## config.mk

```make
export PLATFORM = sky130hd
export DESIGN_NAME = seat_resv_ctrl_flat
export DESIGN_NICKNAME = d
export VERILOG_FILES = /design/src/rtl/seat_resv_ctrl_if.sv /design/src/rtl/seat_resv_ctrl.sv /design/src/flat_wrapper.sv
export SDC_FILE = /design/constraint.sdc
export NUM_CORES = 1
export LEC_CHECK = 0
export ABC_AREA = 1
export CORE_ASPECT_RATIO = 0.9
export CORE_MARGIN = 1.5
export CORE_UTILIZATION = 25
export CTS_BUF_LIST = sky130_fd_sc_hd__clkbuf_8
export CTS_CLUSTER_DIAMETER = 200
export DETAILED_ROUTE_END_ITERATION = 8
export DONT_BUFFER_PORTS = 1
export SLEW_MARGIN = 25
export SYNTH_ARGS = -nofsm -noshare
export SYNTH_HDL_FRONTEND = slang
export SYNTH_SLANG_ARGS = --single-unit
```

## constraint.sdc

```tcl
create_clock -name clk -period 6.9 [get_ports clk]
set_input_delay 0 -clock clk [delete_from_list [all_inputs] [get_ports clk]]
set_output_delay 0 -clock clk [all_outputs]
set_load 0.01 [all_outputs]
```

## src/rtl/seat_resv_ctrl_if.sv

```systemverilog
// rtl/seat_resv_ctrl_if.sv - request/response, timer and status bundle for the seat reservation controller
interface seat_resv_ctrl_if;
    logic [10:0] time_in;
    logic        day_clr;
    logic        req_valid;
    logic        req_ready;
    logic        req_op;
    logic [3:0]  req_seat;
    logic [7:0]  req_dur;
    logic        resp_valid;
    logic        resp_ok;
    logic [3:0]  resp_seat;
    logic [15:0] occ_map;
    logic [4:0]  free_cnt;
    logic        expire_valid;
    logic [3:0]  expire_seat;

    modport master (
        output time_in, day_clr, req_valid, req_op, req_seat, req_dur,
        input  req_ready, resp_valid, resp_ok, resp_seat, occ_map, free_cnt,
               expire_valid, expire_seat
    );

    modport slave (
        input  time_in, day_clr, req_valid, req_op, req_seat, req_dur,
        output req_ready, resp_valid, resp_ok, resp_seat, occ_map, free_cnt,
               expire_valid, expire_seat
    );
endinterface

```

## src/rtl/seat_resv_ctrl.sv

```systemverilog
// rtl/seat_resv_ctrl.sv - seat reservation table with timed expiry sweep and daily clear
module seat_resv_ctrl #(
    parameter int NSEAT   = 16,
    parameter int MAX_DUR = 240
) (
    input  logic             clk,
    input  logic             rst_n,
    seat_resv_ctrl_if.slave  bus
);
    typedef enum logic [1:0] {S_IDLE, S_SWEEP, S_CLEAR} state_t;

    localparam logic [10:0] LAST_MIN  = 11'd1439;
    localparam logic [7:0]  MAX_DUR_W = 8'(MAX_DUR);

    state_t            state_q;
    logic [10:0]       time_q, now_q;
    logic              sweep_pend_q, clr_pend_q, day_clr_q;
    logic [3:0]        idx_q;
    logic [NSEAT-1:0]  occ_q, occ_d;
    logic [10:0]       end_q [NSEAT];
    logic [10:0]       end_d [NSEAT];
    logic [4:0]        free_q, free_d;
    logic              resp_valid_q, resp_ok_q, expire_valid_q;
    logic [3:0]        resp_seat_q, expire_seat_q;

    logic        time_ok, time_chg, clr_edge, ready, accept;
    logic        dur_ok, seat_occ, req_ok, sweep_hit;
    logic [10:0] new_now, end_clamp;
    logic [11:0] end_sum;

    assign time_ok   = (bus.time_in[10:6] <= 5'd23) && (bus.time_in[5:0] <= 6'd59);
    assign time_chg  = time_ok && (bus.time_in != time_q);
    assign clr_edge  = bus.day_clr && !day_clr_q;
    assign new_now   = {6'd0, bus.time_in[10:6]} * 11'd60 + {5'd0, bus.time_in[5:0]};

    // Ready depends on registered state only, so req_* never reaches req_ready.
    assign ready     = (state_q == S_IDLE) && !clr_pend_q && !sweep_pend_q;
    assign accept    = bus.req_valid && ready;

    assign end_sum   = {1'b0, now_q} + {4'd0, bus.req_dur};
    assign end_clamp = (end_sum > {1'b0, LAST_MIN}) ? LAST_MIN : end_sum[10:0];
    assign dur_ok    = (bus.req_dur != 8'd0) && (bus.req_dur <= MAX_DUR_W);
    assign seat_occ  = occ_q[bus.req_seat];
    assign req_ok    = bus.req_op ? seat_occ : (!seat_occ && dur_ok);

    // A pending clear wins over the seat the sweep would have visited this cycle.
    assign sweep_hit = (state_q == S_SWEEP) && !clr_pend_q && occ_q[idx_q]
                       && (end_q[idx_q] <= now_q);

    always_comb begin
        occ_d = occ_q;
        end_d = end_q;
        if (state_q == S_CLEAR) begin
            occ_d = '0;
        end else if (sweep_hit) begin
            occ_d[idx_q] = 1'b0;
        end else if (accept && req_ok) begin
            if (bus.req_op) begin
                occ_d[bus.req_seat] = 1'b0;
            end else begin
                occ_d[bus.req_seat] = 1'b1;
                end_d[bus.req_seat] = end_clamp;
            end
        end
    end

    assign free_d = 5'(NSEAT) - 5'($countones(occ_d));

    always_ff @(posedge clk) begin
        if (!rst_n) begin
            state_q        <= S_IDLE;
            time_q         <= '0;
            now_q          <= '0;
            sweep_pend_q   <= 1'b0;
            clr_pend_q     <= 1'b0;
            day_clr_q      <= 1'b0;
            idx_q          <= '0;
            occ_q          <= '0;
            for (int i = 0; i < NSEAT; i++) end_q[i] <= '0;
            free_q         <= 5'(NSEAT);
            resp_valid_q   <= 1'b0;
            resp_ok_q      <= 1'b0;
            resp_seat_q    <= '0;
            expire_valid_q <= 1'b0;
            expire_seat_q  <= '0;
        end else begin
            occ_q     <= occ_d;
            end_q     <= end_d;
            free_q    <= free_d;
            day_clr_q <= bus.day_clr;

            if (time_chg) begin
                time_q <= bus.time_in;
                now_q  <= new_now;
            end

            resp_valid_q <= accept;
            if (accept) begin
                resp_ok_q   <= req_ok;
                resp_seat_q <= bus.req_seat;
            end

            expire_valid_q <= sweep_hit;
            if (sweep_hit) expire_seat_q <= idx_q;

            if (clr_edge)                 clr_pend_q <= 1'b1;
            else if (state_q == S_CLEAR)  clr_pend_q <= 1'b0;

            if (time_chg)
                sweep_pend_q <= 1'b1;
            else if (state_q == S_IDLE && !clr_pend_q)
                sweep_pend_q <= 1'b0;

            case (state_q)
                S_IDLE: begin
                    if (clr_pend_q) begin
                        state_q <= S_CLEAR;
                    end else if (sweep_pend_q) begin
                        state_q <= S_SWEEP;
                        idx_q   <= '0;
                    end
                end
                S_SWEEP: begin
                    if (clr_pend_q) begin
                        state_q <= S_CLEAR;
                    end else begin
                        if (idx_q == 4'(NSEAT - 1)) state_q <= S_IDLE;
                        idx_q <= idx_q + 4'd1;
                    end
                end
                S_CLEAR: state_q <= S_IDLE;
                default: state_q <= S_IDLE;
            endcase
        end
    end

    assign bus.req_ready    = ready;
    assign bus.resp_valid   = resp_valid_q;
    assign bus.resp_ok      = resp_ok_q;
    assign bus.resp_seat    = resp_seat_q;
    assign bus.occ_map      = occ_q;
    assign bus.free_cnt     = free_q;
    assign bus.expire_valid = expire_valid_q;
    assign bus.expire_seat  = expire_seat_q;
endmodule

```

## src/flat_wrapper.sv

```systemverilog
// flat-port wrapper written by rule: the top's interface ports become plain ports
module seat_resv_ctrl_flat 
#(
    parameter int NSEAT   = 16,
    parameter int MAX_DUR = 240
)
  (clk, rst_n, bus_time_in, bus_day_clr, bus_req_valid, bus_req_op, bus_req_seat, bus_req_dur, bus_req_ready, bus_resp_valid, bus_resp_ok, bus_resp_seat, bus_occ_map, bus_free_cnt, bus_expire_valid, bus_expire_seat);
  seat_resv_ctrl_if bus_i ();
  input  logic clk;
  input  logic rst_n;
  input wire logic [$bits(bus_i.time_in)-1:0] bus_time_in;
  input wire logic [$bits(bus_i.day_clr)-1:0] bus_day_clr;
  input wire logic [$bits(bus_i.req_valid)-1:0] bus_req_valid;
  input wire logic [$bits(bus_i.req_op)-1:0] bus_req_op;
  input wire logic [$bits(bus_i.req_seat)-1:0] bus_req_seat;
  input wire logic [$bits(bus_i.req_dur)-1:0] bus_req_dur;
  output wire logic [$bits(bus_i.req_ready)-1:0] bus_req_ready;
  output wire logic [$bits(bus_i.resp_valid)-1:0] bus_resp_valid;
  output wire logic [$bits(bus_i.resp_ok)-1:0] bus_resp_ok;
  output wire logic [$bits(bus_i.resp_seat)-1:0] bus_resp_seat;
  output wire logic [$bits(bus_i.occ_map)-1:0] bus_occ_map;
  output wire logic [$bits(bus_i.free_cnt)-1:0] bus_free_cnt;
  output wire logic [$bits(bus_i.expire_valid)-1:0] bus_expire_valid;
  output wire logic [$bits(bus_i.expire_seat)-1:0] bus_expire_seat;
  assign bus_i.time_in = bus_time_in;
  assign bus_i.day_clr = bus_day_clr;
  assign bus_i.req_valid = bus_req_valid;
  assign bus_i.req_op = bus_req_op;
  assign bus_i.req_seat = bus_req_seat;
  assign bus_i.req_dur = bus_req_dur;
  assign bus_req_ready = bus_i.req_ready;
  assign bus_resp_valid = bus_i.resp_valid;
  assign bus_resp_ok = bus_i.resp_ok;
  assign bus_resp_seat = bus_i.resp_seat;
  assign bus_occ_map = bus_i.occ_map;
  assign bus_free_cnt = bus_i.free_cnt;
  assign bus_expire_valid = bus_i.expire_valid;
  assign bus_expire_seat = bus_i.expire_seat;
  seat_resv_ctrl #(.NSEAT(NSEAT), .MAX_DUR(MAX_DUR)) u_core (.clk(clk), .rst_n(rst_n), .bus(bus_i));
endmodule
```

==> results of run 1 <==
==> sequential cells by signal, summed over array words and instances, names as in the netlist <==
name                     count
u_core.bus.resp_ok           1
u_core.bus.expire_seat       4
u_core.time_q                9
u_core.bus.occ_map          16
u_core.now_q                11
u_core.bus.expire_valid      1
u_core.clr_pend_q            1
u_core.bus.free_cnt          5
u_core.state_q               2
u_core.idx_q                 4
u_core.end_q               176
u_core.bus.resp_seat         4
u_core.sweep_pend_q          1
u_core.day_clr_q             1
u_core.bus.resp_valid        1
==> worst paths after layout <==
kind	cells past startpoint	start	to
max	28	u_core.idx_q[0]	u_core.bus.free_cnt[4]
min	4	bus_req_dur[0]	u_core.end_q[143]
max reg2reg	28	u_core.idx_q[0]	u_core.bus.free_cnt[4]
min reg2reg	1	u_core.day_clr_q	u_core.clr_pend_q
==> metrics by stage <==
| step | area, sq um | setup slack [ns] | std cells | power, mW | utilization [%] |
|---|---|---|---|---|---|
| detailed placement | 13900 | 0.584 | 2548 | 2.55 | 26.3 |
| floorplan | 13400 | 0.750 | 1934 | 2.29 | - |
| CTS | 15000 | 0.494 | 2641 | 3.87 | 28.3 |
| finish | 15000 | 0.493 | 2641 | 3.84 | 28.3 |
| global placement | 13900 | 0.717 | 2548 | 2.53 | 26.3 |
| global route | 15000 | 0.0482 | 2641 | 4.06 | 28.3 |
==> final cells by class <==
class,count,area [sq um],area share (%)
Sequential cell,237,4750,31.7
Clock buffer,50,688,4.59
Clock inverter,17,98.8,0.660
Multi-Input combinational cell,1404,7380,49.3
Inverter,190,713,4.76
Timing Repair Buffer,46,478,3.19
Tap cell,697,872,5.82
==> placed cells by master, fill, tap and decap left out, types with 3 or more instances in the layout <==
cell             n
nor2_1         443
nand2_1        289
o21ai_0        250
dfxtp_1        236
inv_1          197
o21ai_1         75
a21oi_1         66
ha_1            55
clkbuf_8        50
o22ai_1         44
nand4_1         30
dlygate4sd3_1   25
nand3_1         24
a21oi_2         20
xor2_1          19
fa_1            19
buf_4           16
nor2_4          10
o211ai_1         9
nand3_4          8
xnor2_1          8
inv_2            6
nor3_1           5
nor2_2           4
buf_12           4
nand2_2          3
==> power groups by stage <==
stage | Combinational [mW] | Sequential, mW | Clock, mW
after global routing | 1.21 | 1.49 | 1.36
after CTS | 1.08 | 1.48 | 1.30
after floorplan | 0.805 | 1.48 | 0
after detailed placement | 1.04 | 1.51 | 0
final | 1.08 | 1.48 | 1.27
after global placement | 1.02 | 1.51 | 0
==> worst max-delay path: cells and delay by family, from the launching register on <==
family,cells,cell delay (ns)
xor+xnor,1,0.16
buf+inv,6,1.09
compound gates,4,0.62
fa+ha+maj,8,3.07
simple gates,9,0.93
flops,1,0.34
==> metal layers <==
layer | track usage, % | share of wire, % | vias up
met5 | 0 | 0 | -
met4 | 4.50 | 2.2 | 0
met3 | 3.14 | 7.9 | 72
met2 | 23.6 | 44 | 463
met1 | 21.3 | 46 | 5941
li1 | - | - | 6250
==> timing repair <==
item                                   4_1_cts  5_1_grt
hold buffers                                26        0
setup buffers                                0        0
endpoints found under the hold margin      234        0
==> kinds of logic (layout without fill, tap and decap cells) <==
family,count (synthesis),count (layout),synth area share (%)
AND/OR/NAND/NOR,827,827,26.2
AO/OA/AOI/OAI,476,476,19.3
XOR/XNOR,27,27,1.77
buffers and inverters,293,303,9.17
flip-flops,237,237,35.5
adder cells (fa/ha/maj),74,74,8.00
==> metrics.txt, run 1 <==
worst setup path class flip-flop to flip-flop; vias in the first global route 12166; die width 247 microns; number of routed nets with antenna violations 0; share of the synthesized area in the top cell type 35.5%; proportion of layout cells with a drive suffix above 1 6.94%; Final HPWL DP 28.3 mm; CP Capture Type flip-flop; Reg2Reg Setup Slack 0.49 ns; CP startpoint kind flip-flop; ys async rst share 0%; post-route minimum period 6.41 ns; first-pass GRT wire length 66.8 mm; Placer Congestion 0.913; worst-path maximum fanout 52; switch share 36.6%; gr usage total 15.3%; initial DRC count 1221; register area share after synthesis 35.5%; synth top area cells dfxtp_1, nor2_1, o21ai_0; Final nets 2023; CTS H-tree depth 2; Filler cells 5815; ant diodes 0; synth cell count leaders nor2_1, nand2_1, o21ai_0; Slew Limit Fails 0; first-pass iteration count of the detailed router 7; Synth Flop Type dfxtp_1; Fmax achieved 156 MHz; CP most frequent cell nand2_1; Mapped Avg Cell Area 6.90 sq um; Final Hold Violating Endpoints 0; area grow syn2layout 12.2%; Worst path max stage delay 0.53 ns; die area 54800 sq um; IO Port Bufs 0; DR vias/cell 4.82; routed vias 12726; die span in y 222 microns; pwr dens 256 nW/um^2; CTS tree yes; sequential share of power 38.6%; cell accounting for the most synthesized area dfxtp_1; slowest stage cell, crit path fa_1; Hold WC Path Type primary input to flip-flop; status complete, no violations; CTS resizes 0; DRT Wirelength 42.4 mm; Req. time, crit path 7.33 ns; setup TNS 0 ns; largest net degree at the start of global routing 209; Initial Util 25.3%; WL/cell 16.1 microns; Ys Warns 0; Post-Syn Area 13400 sq um; Peak VDD IR 0.000196 V; Max Cap Viol 0; Clock Pin Slew Worst Setup and Hold Paths 0.07 ns; Cell variety after synth 45; #FFs+latches synth 237; initial antenna violation count 0; grt total ovfl 0; net count after synthesis 2036; Row Count 80; Hold WS 0.0272 ns; clk_skew 0.0295 ns; Internal 2.43 mW; Skew-Pair Late Insertion Delay 0.58 ns; number of CTS-inserted buffers 42; unrepaired setup endpoints after global routing no; Final Cycle Share 92.8%; EDFF count, synth 0; Clock Power Share 33.2%; placeable core area 52900 sq um; Sw Pwr 1.40 mW; drt drc 0; Worst slew margin 34.6%; Clock Path Buffers 3; Least-Margin Pin Slew 0.978 ns; Post-Synthesis Cells 1934; Sinks on Clock Net 237; leakage 6.52 nW; most instantiated library cell after synthesis nor2_1; Final Setup Violations 0; Arrival @ worst endpoint 6.83 ns; Top Ports 61; Root Buffer clkbuf_8; combinational share of power 28.2%
Power figures use the tool's default switching activity.
==> run 2: changes to the inputs <==
- PLACE_DENSITY: default -> 0.43
- clock period: 6.9 -> 7.9 ns (I/O delays scaled with it)
==> run 2 against run 1 <==
Effect of this change: flip-flop and latch count stayed put; design area is 0.22% higher; fmax is 11% lower; core utilization is 0.062 points higher; worst setup slack better by 0.23 ns; via count is 1.8% lower; wire length is 7.4% higher; cell count is 0.19% higher; largest cell class unchanged; largest power group unchanged.
==> metrics.txt, run 2 (synthesized netlist as in run 1, its figures left out) <==
unrepaired setup endpoints after global routing no; proportion of layout cells with a drive suffix above 1 7.19% (+0.24 points); Top Ports 61 (unchanged); Layout Cells excl Fill 2646 (+0.19%); number of routed nets with antenna violations 0 (unchanged); Clock Path Buffers 3 (unchanged); WL/cell 17.2 microns (+7.2%); Row Count 80 (unchanged); Sinks on Clock Net 237 (unchanged); Final nets 2022 (-0.049%); WP buf/inv 7 (+1); DR vias/cell 4.72 (-2.0%); Design Power 3.43 mW (-11%); worst-path maximum fanout 44 (-15%); DRT Wirelength 45.6 mm (+7.4%); grt total ovfl 0 (unchanged); setup ws final 0.722 ns (+0.228 ns); drt drc 0 (unchanged); status complete, no violations; die span in y 222 microns (unchanged); CP startpoint kind flip-flop; CTS H-tree depth 2 (unchanged); Worst slew margin 33.6% (-0.98 points); Hold WS 0.0336 ns (+0.00636 ns); cell family with most CP delay adder cells; post-route minimum period 7.18 ns (+0.772 ns); vias in the first global route 12205 (+0.32%); Clock Pin Slew Worst Setup and Hold Paths 0.06 ns (about the same); most frequent cells in the layout nor2_1, nand2_1, o21ai_0; placeable core area 52900 sq um (unchanged); IO Port Bufs 0 (unchanged); Slew Limit Fails 0 (unchanged); pwr dens 228 nW/um^2 (-11%); Skew-Pair Late Insertion Delay 0.62 ns (+0.04 ns); Final Cycle Share 90.9% (-2.0 points); Least-Margin Pin Slew 0.993 ns (+0.0151 ns); die area 54800 sq um (unchanged); gr usage total 16.9% (+1.6 points); Hold WC Path Type primary input to flip-flop; leakage 6.51 nW (about the same); CP most frequent cell nand2_1; final instance area 15000 sq um (+0.22%); Max Cap Viol 0 (unchanged); Final Hold Violating Endpoints 0 (unchanged); setup TNS 0 ns (unchanged); Worst path max stage delay 0.57 ns (+0.04 ns); Fmax achieved 139 MHz (-11%); initial antenna violation count 0 (unchanged); die width 247 microns (unchanged); pre-CTS worst setup slack 1.01 ns (+0.422 ns); worst setup path class flip-flop to flip-flop; CTS tree yes; slowest stage cell, crit path dlygate4sd3_1; clk_skew 0.0365 ns (+0.00697 ns); max reg flops 176 (unchanged); Final Setup Violations 0 (unchanged); Final HPWL DP 30.8 mm (+9.1%); Peak VDD IR 0.000127 V (-35%); number of CTS-inserted buffers 44 (+4.8%); Initial Util 25.3% (unchanged); first-pass iteration count of the detailed router 5 (-2); first-pass GRT wire length 72.2 mm (+8.0%); placed cell areas 13900 sq um (-0.42%); CP Capture Type flip-flop; utilization after layout 28.4% (+0.062 points); Arrival @ worst endpoint 7.67 ns (+0.84 ns); Root Buffer clkbuf_8; Top reg by flops u_core.end_q; area grow syn2layout 12.4%; Placer Congestion 0.824 (-9.8%); largest net degree at the start of global routing 210 (+0.48%); routed vias 12492 (-1.8%); Req. time, crit path 8.39 ns (+1.06 ns); placed cell count 2543 (-0.20%); commonest non-fill, non-tap cell in the layout nor2_1; initial DRC count 928 (-24%)
[run 2: layout make-up]
type,instances,area [sq um]
antenna,1,2.50
clock inverter,21,125
tap,697,872
sequential,237,4750
fill,5807,37800
inverter,190,717
multi-input combinational,1404,7390
timing repair inverter,1,5.00
timing repair buffer,42,425
clock buffer,53,729
[run 2: path summary, 6_finish.rpt]
path / from / to / slack [ns] / cells past startpoint
worst max-delay path: u_core.idx_q[0] / u_core.bus.free_cnt[4] / 0.72 / 29
worst min-delay path: bus_time_in[9] / u_core.now_q[10] / 0.03 / 6
worst max register to register: u_core.idx_q[0] / u_core.bus.free_cnt[4] / 0.72 / 29
worst min register to register: u_core.day_clr_q / u_core.clr_pend_q / 0.42 / 1
[run 2: layer usage]
layer	track usage, %	routed length [microns]	vias to the layer above
met4	4.09	811	0
met1	24.4	22700	5892
li1	-	-	6250
met2	26.1	19900	294
met3	2.94	2190	56
met5	0	0	-
[run 2: worst reg2reg max path: cells and delay by family, from the launching register on]
family / cells / cell delay, ns
AO/OA/AOI/OAI: 3 / 0.63
XOR/XNOR: 1 / 0.16
adder cells (fa/ha/maj): 8 / 2.96
buffers and inverters: 7 / 1.77
flip-flops: 1 / 0.35
AND/OR/NAND/NOR: 10 / 1.18
[run 2: power breakdown]
| group | leakage (nW) | internal [mW] | switching, mW | total (mW) |
|---|---|---|---|---|
| sequential | 1.92 | 1.24 | 0.0503 | 1.29 |
| combinational | 4.10 | 0.286 | 0.661 | 0.947 |
| clock | 0.492 | 0.638 | 0.552 | 1.19 |
[run 2: what timing repair did]
item	4_1_cts	5_1_grt
hold buffers	27	0
resized for setup	0	1
hold endpoints to repair	237	0
setup buffers	0	0
endpoints found under the setup margin	0	1
